`src/rtl/rasterize_line_bresenham_pkg.sv`:
```
// Shared types for the Bresenham line rasterizer: coordinate/error widths and line FSM states.
package rasterize_pkg;

  localparam int COORD_W = 16;

  typedef logic signed [COORD_W-1:0] coord_t;
  // Two extra bits keep dx, dy, err and 2*err free of overflow for any endpoint pair.
  typedef logic signed [COORD_W+1:0] err_t;

  typedef enum logic [1:0] {IDLE, SETUP, STEP} line_state_t;

  function automatic err_t absDiff(input coord_t a, input coord_t b);
    err_t d;
    d = err_t'(b) - err_t'(a);
    return (d < 0) ? -d : d;
  endfunction

endpackage

```
`src/rtl/rasterize_line_bresenham_if.sv`:
```
// Endpoint-in / pixel-out handshake bundle of the line rasterizer.
interface rasterize_line_bresenham_if;
  import rasterize_pkg::*;

  logic   in_valid;
  logic   in_ready;
  coord_t x0, y0, x1, y1;
  logic   pix_valid;
  logic   pix_ready;
  coord_t px, py;
  logic   pix_last;
  logic   line_done;
  logic   busy;

  modport slave (
    input  in_valid, x0, y0, x1, y1, pix_ready,
    output in_ready, pix_valid, px, py, pix_last, line_done, busy
  );

  modport master (
    output in_valid, x0, y0, x1, y1, pix_ready,
    input  in_ready, pix_valid, px, py, pix_last, line_done, busy
  );

endinterface

```
`src/rtl/rasterize_line_bresenham_step.sv`:
```
// Combinational Bresenham step: next point and error term from the current ones.
module bresenham_step
  import rasterize_pkg::*;
(
  input  coord_t x,
  input  coord_t y,
  input  err_t   err,
  input  err_t   dx,
  input  err_t   dy,
  input  logic   sxNeg,
  input  logic   syNeg,
  output coord_t xNext,
  output coord_t yNext,
  output err_t   errNext
);

  err_t e2;

  // Both decisions compare against the pre-update error.
  always_comb begin
    e2      = err <<< 1;
    xNext   = x;
    yNext   = y;
    errNext = err;
    if (e2 >= dy) begin
      errNext = errNext + dy;
      xNext   = sxNeg ? x - coord_t'(1) : x + coord_t'(1);
    end
    if (e2 <= dx) begin
      errNext = errNext + dx;
      yNext   = syNeg ? y - coord_t'(1) : y + coord_t'(1);
    end
  end

endmodule

```
`src/rtl/rasterize_line_bresenham.sv`:
```
// Screen-space Bresenham line rasterizer, one pixel per cycle, all octants.
// Optional SCREEN_CLIP_EN suppresses presentation of off-screen pixels.
module rasterize_line_bresenham
  import rasterize_pkg::*;
#(
  parameter int SCREEN_W = 640,
  parameter int SCREEN_H = 480
) (
  input logic                        CLOCK_50,
  input logic                        reset_n,
  rasterize_line_bresenham_if.slave  bus
);

  if (SCREEN_W < 1 || SCREEN_H < 1 ||
      SCREEN_W > 2**(COORD_W-1) || SCREEN_H > 2**(COORD_W-1)) begin : g_badExtent
    $error("screen extents do not fit coord_t");
  end

  line_state_t state, stateNext;
  coord_t      xCur, yCur, xEnd, yEnd;
  coord_t      xNext, yNext;
  err_t        err, errNext, dx, dy;
  logic        sxNeg, syNeg;
  logic        atEnd, onScreen, advance, lineDoneR;

  assign atEnd = (xCur == xEnd) && (yCur == yEnd);

`ifdef SCREEN_CLIP_EN
  localparam coord_t SCREEN_W_C = coord_t'(SCREEN_W);
  localparam coord_t SCREEN_H_C = coord_t'(SCREEN_H);
  assign onScreen = !xCur[COORD_W-1] && (xCur < SCREEN_W_C) &&
                    !yCur[COORD_W-1] && (yCur < SCREEN_H_C);
`else
  assign onScreen = 1'b1;
`endif

  // Off-screen points never wait for the sink, so the stepper keeps moving.
  assign advance = (state == STEP) && (bus.pix_ready || !onScreen);

  bresenham_step u_step (
    .x      (xCur),
    .y      (yCur),
    .err    (err),
    .dx     (dx),
    .dy     (dy),
    .sxNeg  (sxNeg),
    .syNeg  (syNeg),
    .xNext  (xNext),
    .yNext  (yNext),
    .errNext(errNext)
  );

  always_ff @(posedge CLOCK_50 or negedge reset_n) begin
    if (!reset_n) state <= IDLE;
    else          state <= stateNext;
  end

  always_comb begin
    stateNext = state;
    unique case (state)
      IDLE:    if (bus.in_valid) stateNext = SETUP;
      SETUP:   stateNext = STEP;
      STEP:    if (advance && atEnd) stateNext = IDLE;
      default: stateNext = IDLE;
    endcase
  end

  always_ff @(posedge CLOCK_50 or negedge reset_n) begin
    if (!reset_n) begin
      xCur      <= '0;
      yCur      <= '0;
      xEnd      <= '0;
      yEnd      <= '0;
      err       <= '0;
      dx        <= '0;
      dy        <= '0;
      sxNeg     <= 1'b0;
      syNeg     <= 1'b0;
      lineDoneR <= 1'b0;
    end else begin
      lineDoneR <= advance && atEnd;
      unique case (state)
        IDLE: if (bus.in_valid) begin
          xCur <= bus.x0;
          yCur <= bus.y0;
          xEnd <= bus.x1;
          yEnd <= bus.y1;
        end
        SETUP: begin
          dx    <= absDiff(xCur, xEnd);
          dy    <= -absDiff(yCur, yEnd);
          err   <= absDiff(xCur, xEnd) - absDiff(yCur, yEnd);
          sxNeg <= !(xCur < xEnd);
          syNeg <= !(yCur < yEnd);
        end
        STEP: if (advance && !atEnd) begin
          xCur <= xNext;
          yCur <= yNext;
          err  <= errNext;
        end
        default: ;
      endcase
    end
  end

  assign bus.in_ready  = (state == IDLE);
  assign bus.busy      = (state != IDLE);
  assign bus.pix_valid = (state == STEP) && onScreen;
  assign bus.pix_last  = (state == STEP) && onScreen && atEnd;
  assign bus.px        = xCur;
  assign bus.py        = yCur;
  assign bus.line_done = lineDoneR;

endmodule

```
`src/flat_wrapper.sv`:
```
// flat-port wrapper written by rule: the top's interface ports become plain ports
module rasterize_line_bresenham_flat import rasterize_pkg::*;
#(
  parameter int SCREEN_W = 640,
  parameter int SCREEN_H = 480
)
  (CLOCK_50, reset_n, bus_in_valid, bus_x0, bus_y0, bus_x1, bus_y1, bus_pix_ready, bus_in_ready, bus_pix_valid, bus_px, bus_py, bus_pix_last, bus_line_done, bus_busy);
  rasterize_line_bresenham_if bus_i ();
  input logic CLOCK_50;
  input logic reset_n;
  input wire logic [$bits(bus_i.in_valid)-1:0] bus_in_valid;
  input wire logic [$bits(bus_i.x0)-1:0] bus_x0;
  input wire logic [$bits(bus_i.y0)-1:0] bus_y0;
  input wire logic [$bits(bus_i.x1)-1:0] bus_x1;
  input wire logic [$bits(bus_i.y1)-1:0] bus_y1;
  input wire logic [$bits(bus_i.pix_ready)-1:0] bus_pix_ready;
  output wire logic [$bits(bus_i.in_ready)-1:0] bus_in_ready;
  output wire logic [$bits(bus_i.pix_valid)-1:0] bus_pix_valid;
  output wire logic [$bits(bus_i.px)-1:0] bus_px;
  output wire logic [$bits(bus_i.py)-1:0] bus_py;
  output wire logic [$bits(bus_i.pix_last)-1:0] bus_pix_last;
  output wire logic [$bits(bus_i.line_done)-1:0] bus_line_done;
  output wire logic [$bits(bus_i.busy)-1:0] bus_busy;
  assign bus_i.in_valid = bus_in_valid;
  assign bus_i.x0 = bus_x0;
  assign bus_i.y0 = bus_y0;
  assign bus_i.x1 = bus_x1;
  assign bus_i.y1 = bus_y1;
  assign bus_i.pix_ready = bus_pix_ready;
  assign bus_in_ready = bus_i.in_ready;
  assign bus_pix_valid = bus_i.pix_valid;
  assign bus_px = bus_i.px;
  assign bus_py = bus_i.py;
  assign bus_pix_last = bus_i.pix_last;
  assign bus_line_done = bus_i.line_done;
  assign bus_busy = bus_i.busy;
  rasterize_line_bresenham #(.SCREEN_W(SCREEN_W), .SCREEN_H(SCREEN_H)) u_core (.CLOCK_50(CLOCK_50), .reset_n(reset_n), .bus(bus_i));
endmodule
```
`config.mk`:
```
export PLATFORM = sky130hd
export DESIGN_NAME = rasterize_line_bresenham_flat
export DESIGN_NICKNAME = d
export VERILOG_FILES = /design/src/rtl/rasterize_line_bresenham_pkg.sv /design/src/rtl/rasterize_line_bresenham_if.sv /design/src/rtl/rasterize_line_bresenham_step.sv /design/src/rtl/rasterize_line_bresenham.sv /design/src/flat_wrapper.sv
export SDC_FILE = /design/constraint.sdc
export NUM_CORES = 1
export LEC_CHECK = 0
export BUFFER_PORTS_ARGS = -buffer_cell sky130_fd_sc_hd__buf_2
export CORE_AREA = 10 10 175 177
export CTS_BUF_LIST = sky130_fd_sc_hd__clkbuf_2
export DETAILED_ROUTE_END_ITERATION = 7
export DIE_AREA = 0 0 185 187
export GPL_TIMING_DRIVEN = 0
export PLACE_DENSITY = 0.75
export SLEW_MARGIN = 20
export SYNTH_ARGS = -nofsm -noshare
export SYNTH_HDL_FRONTEND = slang
export SYNTH_HIERARCHICAL = 1
export SYNTH_SLANG_ARGS = --single-unit
```
`constraint.sdc`:
```
create_clock -name CLOCK_50 -period 7.2 [get_ports CLOCK_50]
set_input_delay 1.08 -clock CLOCK_50 [delete_from_list [all_inputs] [get_ports CLOCK_50]]
set_output_delay 1.08 -clock CLOCK_50 [all_outputs]
set_load 0.005 [all_outputs]
```
---- Word-level counts from Yosys, hierarchy flattened ----
Cells that the tools add are included.
storage, ports and cells
  bits in registers ....................... 123
  input port bits ......................... 68
cells by class
  add/subtract/negate cells ............... 12
  magnitude comparators ................... 6
  eq/ne operators ......................... 9
  muxes and demuxes ....................... 19
  reductions and logical operators ........ 17
operators by type and width
  operator                 number
  $mux W16                 8
  $mux W18                 5
  $pmux W16 S2             2
  $add A18 B18 Y18         2
  $neg A17 Y18             2
  $pmux W18 S2             1
  $lt A17 B1 Y1 const B    2
  $sub A16 B16 Y17         2
  $add A16 B2 Y16 const B  2
  $eq A16 B16 Y1           2
  $lt A16 B16 Y1           2
  $sub A16 B2 Y16 const B  2
  $ge A18 B18 Y1           1
  $le A18 B18 Y1           1
  $neg A18 Y18             1
  $sub A18 B18 Y18         1
  $ne A2 B1 Y1 const B     4
  $reduce_and A4 Y1        2
  $pmux W2 S3              1
  $reduce_and A2 Y1        3
  $reduce_bool A2 Y1       3
  $logic_and A1 B1 Y1      5
  $mux W2                  2
  $logic_not A1 Y1         3
  other kinds (4)          4

---- Longest topological paths before layout ----
Gate-level depths: netlist (run 1).
  word-level depth ........................ 6
  gate-level depth with buffers ........... 25
  mapped depth without buffers ............ 24

---- Hierarchy ----
Netlist (run 1), hierarchy kept.
by module, submodules not included
  module                    instances  cells each  area each (µm²)  seq. area each (µm²)
  rasterize_line_bresenham  1          1026        8944.8           3078.0
  bresenham_step            1          586         4354.2           0.0

---- Least setup slack after synthesis (run 1) ----
Ideal clock, no wire load.
  path type ............................... flip-flop to flip-flop
  start point ............................. register u_core.xCur[0] (netlist: u_core/bus.px[0])
  end point ............................... register u_core.err[15]
  arrival time ............................ 5.004 ns
  data required time ...................... 7.080 ns
  path slack .............................. 2.076 ns
  stages on the path, launching flop included .. 25
  clock period less this slack ............ 5.124 ns
  path through ............................ dfrtp_1 -> ha_1 -> inv_1 -> fa_1 -> a21o_1 -> a221oi_4 -> o21ai_0 -> a21oi_1 -> mux2i_1 -> clkbuf_1 -> nor2_1 -> a21oi_1 -> inv_1 -> ha_1 -> nor2b_1 -> o21ai_0 -> a21oi_1 -> o21ai_0 -> nand2b_1 -> a31o_2 -> a211oi_1 -> a211oi_1 -> nor4b_1 -> o21ai_0 -> and3_1
between the ends
  word-level cells in the longest chain between the ends .. 6
  elaborated cells between the ends (all ways) .. 12
RTL lines
  what                                                  line                            RTL
  start, declared                                       rasterize_line_bresenham.sv:20  coord_t xCur, yCur, xEnd, yEnd;
  start signal, assigned                                rasterize_line_bresenham.sv:84  xCur <= bus.x0;
  start signal, assigned                                rasterize_line_bresenham.sv:97  xCur <= xNext;
  branches (longest 6 deep; another with $neg A17 Y18)  --
  end signal, assigned                                  rasterize_line_bresenham.sv:92  err <= absDiff(xCur, xEnd) - absDiff(yCur, yEnd);
  end signal, assigned                                  rasterize_line_bresenham.sv:99  err <= errNext;
  end, declared                                         rasterize_line_bresenham.sv:22  err_t err, errNext, dx, dy;
Parallel ways; which one is timed is not known.
A chain may end at the register's enable or synchronous reset.

---- Final worst setup path (run 1) ----
  start point ............................. register u_core.xCur[0] (netlist: u_core/bus.px[0])
  end point ............................... register u_core.err[13]
The elaborated chain is that of the path after synthesis.

==> results.yml, run 1 <==
status:
  status: "completed"
logic_synthesis:
  syn-cell-area_um2: 13150
  ys_warn_count: 6
  avgSynthCellArea_um2: 8.264
  synthCells: 1591
  synthesis.nets: 1814
sta:
  post-route-period-util_pct: 91.03
  skew_ps: 31.04
  hold_viol: 0
  worst_pin_slew_ps: 1020
  final.setup.tns_ps: 0
  setup_viol: 0
  fmax_mhz: 152.6
  layout_min_cycle_time_ps: 6554
  slew_viol_final: 0
  slew_headroom_pct: 30.94
  rsz0062_at_grt: "no"
  hold_slack_ps: 261.4
detailed_routing:
  first_iter_violations: 958
  drt_pre_antenna_iters: 5
  vias: 12130
  drc: 0
  post_drt_wl_per_cell_um: 18.04
  routed_wl_um: 37440
  via_per_inst: 5.847
  ant_nets: 0
clock_network:
  cts_tree: "built"
  cts_resized: 0
  cts-root-buf: "clkbuf_2"
  cts_max_path_buffers: 2
  clkLatencyLatePin_ps: 740
  post_cts_buffers: 0
  cts_sinks: 122
  cts_hold_buffers: 0
  clk_pin_slew_worst_paths_ps: 220
  cts_buffers: 17
  cts_max_level: 4
die:
  dieArea_um2: 34600
  core_area_um2: 27320
  die_w_um: 185
  fp-row-count: 61
  die_h_um: 187
  initial_utilization_pct: 48.12
  boundaryPins: 105
critical_path:
  worst_setup_path_end_kind: "register"
  r2r-start: "u_core/bus.px[0]$_DFFE_PN0P_"
  r2r_slack_ps: 650
  crit_end: "u_core/err[13]$_DFFE_PN0P_"
  reg2reg_depth: 24
  critPathMaxFanout: 10
  startpoint: "u_core/bus.px[0]$_DFFE_PN0P_"
  cp.required_ps: 7830
  r2r_end: "u_core/err[13]$_DFFE_PN0P_"
  worstSetupStartpointType: "register"
  critical_path_class: "reg -> reg"
  arrival_ps: 7180
global_route:
  gr-usage-met1_pct: 27.48
  antenna_found_initial: 1
  gr-max-usage-layer: "met2"
  grt_util_met3_pct: 2.797
  grt_usage_pct: 21.25
  grt_pass1_wl_um: 60040
  grt_max_degree: 70
  grtUsageMet2_pct: 35.07
  grt_pass1_vias: 11850
  grt-ovfl-total: 0
cells_and_area:
  area_growth_pct: 9.259
  nFillCells: 2600
  nNetsFinal: 1938
  drive_above_1_share_pct: 15.34
  layout_common_cells: "nand2_1, ha_1, o21ai_0, dfrtp_1, inv_1"
  layout_commonest_cell: "nand2_1"
flow_run:
  maxCapViolCount: 0
placement:
  numPortBuffers: 104
  hpwl_um: 30140
  gp_congestion: 0.9222
min_path:
  hold_class: "in -> async"
-- layout make-up --
class | instances | area (um^2) | area share, %
inverters | 119 | 446.7 | 3.109
repair buffers | 105 | 554.3 | 3.859
well taps | 346 | 432.9 | 3.014
clock inverters | 15 | 142.6 | 0.9929
diodes | 1 | 2.502 | 0.01742
clock buffers | 17 | 85.08 | 0.5923
flip-flops and latches | 122 | 3053 | 21.25
multi-input cells | 1295 | 9419 | 65.57
plain buffers | 55 | 229.0 | 1.594
-- state kept, by name (all words and copies together) (netlist names) --
signal	flops
u_core/yEnd	16
u_core/sxNeg	1
u_core/dx	18
u_core/dy	18
u_core/bus.py	16
u_core/err	17
u_core/state	2
u_core/bus.px	16
u_core/syNeg	1
u_core/bus.line_done	1
u_core/xEnd	16
-- routing by layer --
metal	share of wire, %	vias to the layer above
li1	-	5958
met1	45	5754
met2	47	363
met3	4.7	58
met4	3.4	0
met5	0	-
-- critical path, cell delays in order (launching register included) --
cell and delay, ps:
dfrtp_1 570, ha_1 230, inv_1 60, fa_1 400
a21o_1 230, a221oi_4 380, o21ai_0 170, a21oi_1 260
mux2i_1 270, clkbuf_1 360, nor2_1 70, a21oi_1 500
inv_1 130, ha_1 320, nor2b_1 130, o21ai_0 220
a21oi_1 130, o21ai_0 150, nand2b_1 110, a31o_2 290
a211oi_1 460, a211oi_1 180, o41a_1 410, mux2i_1 300
nor3_1 110
-- through the flow --
| step | instance area, um^2 | std cells | worst slack, ps | utilization [%] |
|---|---|---|---|---|
| after CTS | 14360 | 2074 | 748.5 | 52.56 |
| after global placement | 14100 | 2041 | 994.2 | 51.61 |
| after detailed placement | 14130 | 2042 | 780.6 | 51.73 |
| final | 14370 | 2075 | 646.2 | 52.57 |
| after global routing | 14370 | 2075 | 143.4 | 52.57 |
| after floorplan | 13150 | 1591 | 2129 | - |
-- worst min-delay path by stage --
| stage | end | slack, ps | cells past startpoint |
|---|---|---|---|
| after floorplan | u_core/dx[17]$_DFFE_PN0P_ | 450 | 1 |
| after global placement | u_core/dx[17]$_DFFE_PN0P_ | 480 | 1 |
| after detailed placement | u_core/yEnd[9]$_DFFE_PN0P_ | 500 | 1 |
| after CTS | u_core/bus.px[9]$_DFFE_PN0P_ | 230 | 1 |
| after global routing | u_core/bus.px[9]$_DFFE_PN0P_ | 210 | 1 |
| final | u_core/bus.px[9]$_DFFE_PN0P_ | 260 | 1 |
Power of run 1 is left out: the tool's default activity adds up to more than one toggle a clock period on the data nets, which glitch-free logic cannot reach.
==> run 2: changes to the inputs <==
Settings changed: CORE_AREA 10 10 175 177 to 2 2 167 169, DIE_AREA 0 0 185 187 to 0 0 169 171, MAX_ROUTING_LAYER from default to met4.
==> results.yml, run 2 (synthesized netlist as in run 1, its figures left out) <==
global_route:
  grt_max_degree: 79
  antenna_found_initial: 2
  grt-ovfl-total: 0
  grt_pass1_vias: 11760
  grt_usage_pct: 26.78
  grt_pass1_wl_um: 59970
detailed_routing:
  drt_pre_antenna_iters: 6
  via_per_inst: 5.851
  vias: 12150
  drc: 0
  ant_nets: 0
  routed_wl_um: 36960
  first_iter_violations: 996
  post_drt_wl_per_cell_um: 17.80
critical_path:
  critical_path_class: "reg -> reg"
  crit_chain: "ha_1 -> inv_1 -> fa_1 -> a21o_1 -> a221oi_4 -> o21ai_0 -> a21oi_1 -> mux2i_1 -> clkbuf_1 -> nor2_1 -> a21oi_1 -> inv_1 -> ha_1 -> nor2b_1 -> o21ai_0 -> a21oi_1 -> o21ai_0 -> nand2b_1 -> a31o_2 -> a211oi_1 -> a211oi_1 -> nor4b_1 -> o21ai_0 -> and3_1"
  cp_slowest_stage_delay_ps: 520
  cp_num_buf_inv: 3
  crit_slowest_cell: "dfrtp_1"
  worstSetupStartpointType: "register"
  path_common_cell: "o21ai_0"
  worst_setup_path_end_kind: "register"
  cp.required_ps: 7870
  critPathMaxFanout: 10
  arrival_ps: 7050
  critical_path.top_delay_family: "compound AO/OA/AOI/OAI gates"
die:
  core_area_um2: 27320
  boundaryPins: 105
  die_w_um: 169
  dieArea_um2: 28900
  die_h_um: 171
  fp-row-count: 61
  initial_utilization_pct: 48.12
sta:
  slew_viol_final: 0
  rsz0062_at_grt: "no"
  layout_min_cycle_time_ps: 6381
  final.setup.tns_ps: 0
  hold_slack_ps: 222.3
  fmax_mhz: 156.7
  hold_viol: 0
  setup_viol: 0
  slew_headroom_pct: 33.17
  skew_ps: 40.97
  post-route-period-util_pct: 88.63
  worst_pin_slew_ps: 1002
clock_network:
  cts-root-buf: "clkbuf_2"
  cts_resized: 0
  cts_tree: "built"
  cts_hold_buffers: 0
  post_cts_buffers: 0
  cts_max_level: 4
  cts_buffers: 17
  clkLatencyLatePin_ps: 750
  clk_pin_slew_worst_paths_ps: 220
  cts_max_path_buffers: 2
  cts_sinks: 122
cells_and_area:
  nNetsFinal: 1938
  layout_commonest_cell: "nand2_1"
  reg.largest.list: "u_core/dx x18, u_core/dy x18, u_core/err x17"
  layout_common_cells: "nand2_1, ha_1, o21ai_0, dfrtp_1, inv_1"
  drive_above_1_share_pct: 15.34
  area_growth_pct: 9.250
  nFillCells: 2574
min_path:
  hold_class: "in -> async"
placement:
  gp_congestion: 0.9164
  hpwl_um: 29540
  numPortBuffers: 104
flow_run:
  maxCapViolCount: 0
status:
  status: "completed"
-- run 2: changes by cell type in the layout (fill, tap and decap cells not counted), sizes merged --
| cell | previous run | this run |
|---|---|---|
| clkinvlp | 7 | 1 |
| clkinv | 2 | 7 |
| inv | 124 | 125 |
| diode | 1 | 2 |
-- run 2: path summary, 6_finish.rpt --
path / start / to / slack (ps) / cells after the start
setup / recovery: u_core/bus.px[0]$_DFFE_PN0P_ / u_core/err[15]$_DFFE_PN0P_ / 820 / 24
hold / removal: reset_n / u_core/bus.px[7]$_DFFE_PN0P_ / 220 / 1
hold reg to reg: u_core/dx[17]$_DFFE_PN0P_ / u_core/dx[17]$_DFFE_PN0P_ / 520 / 1
setup reg to reg: u_core/bus.px[0]$_DFFE_PN0P_ / u_core/err[15]$_DFFE_PN0P_ / 820 / 24
min in group CLOCK_50: u_core/dx[17]$_DFFE_PN0P_ / u_core/dx[17]$_DFFE_PN0P_ / 520 / 1
max in group asynchronous: reset_n / u_core/dx[14]$_DFFE_PN0P_ / 6150 / 2
-- run 2: per-layer routing --
metal  vias to the layer above  part of all wire, %  track usage [%]
met2                       340                   46            43.96
li1                       5955                    -                -
met1                      5795                   46            34.26
met4                         0                  3.6            10.48
met3                        57                  4.5            2.683
met5                         -                    0                -
-- run 2: area by class of cell --
cell class	instances	area [um^2]	area share, %
multi-input cells	1295	9419	65.57
flip-flops and latches	122	3053	21.25
repair buffers	105	554.3	3.859
inverters	119	446.7	3.110
well taps	346	432.9	3.014
plain buffers	55	229.0	1.594
clock inverters	15	138.9	0.9669
clock buffers	17	85.08	0.5923
diodes	2	5.005	0.03484
-- run 2: stage by stage --
step	cells	area, um^2	worst slack (ps)	util, %
3_3_place_gp	2041	14100	1055	51.61
5_1_grt	2076	14360	318.3	52.57
4_1_cts	2074	14360	873.8	52.55
2_1_floorplan	1591	13150	2129	-
3_5_place_dp	2042	14130	942.2	51.73
6_report	2076	14360	818.8	52.57
Power of run 2 is left out for the same reason.
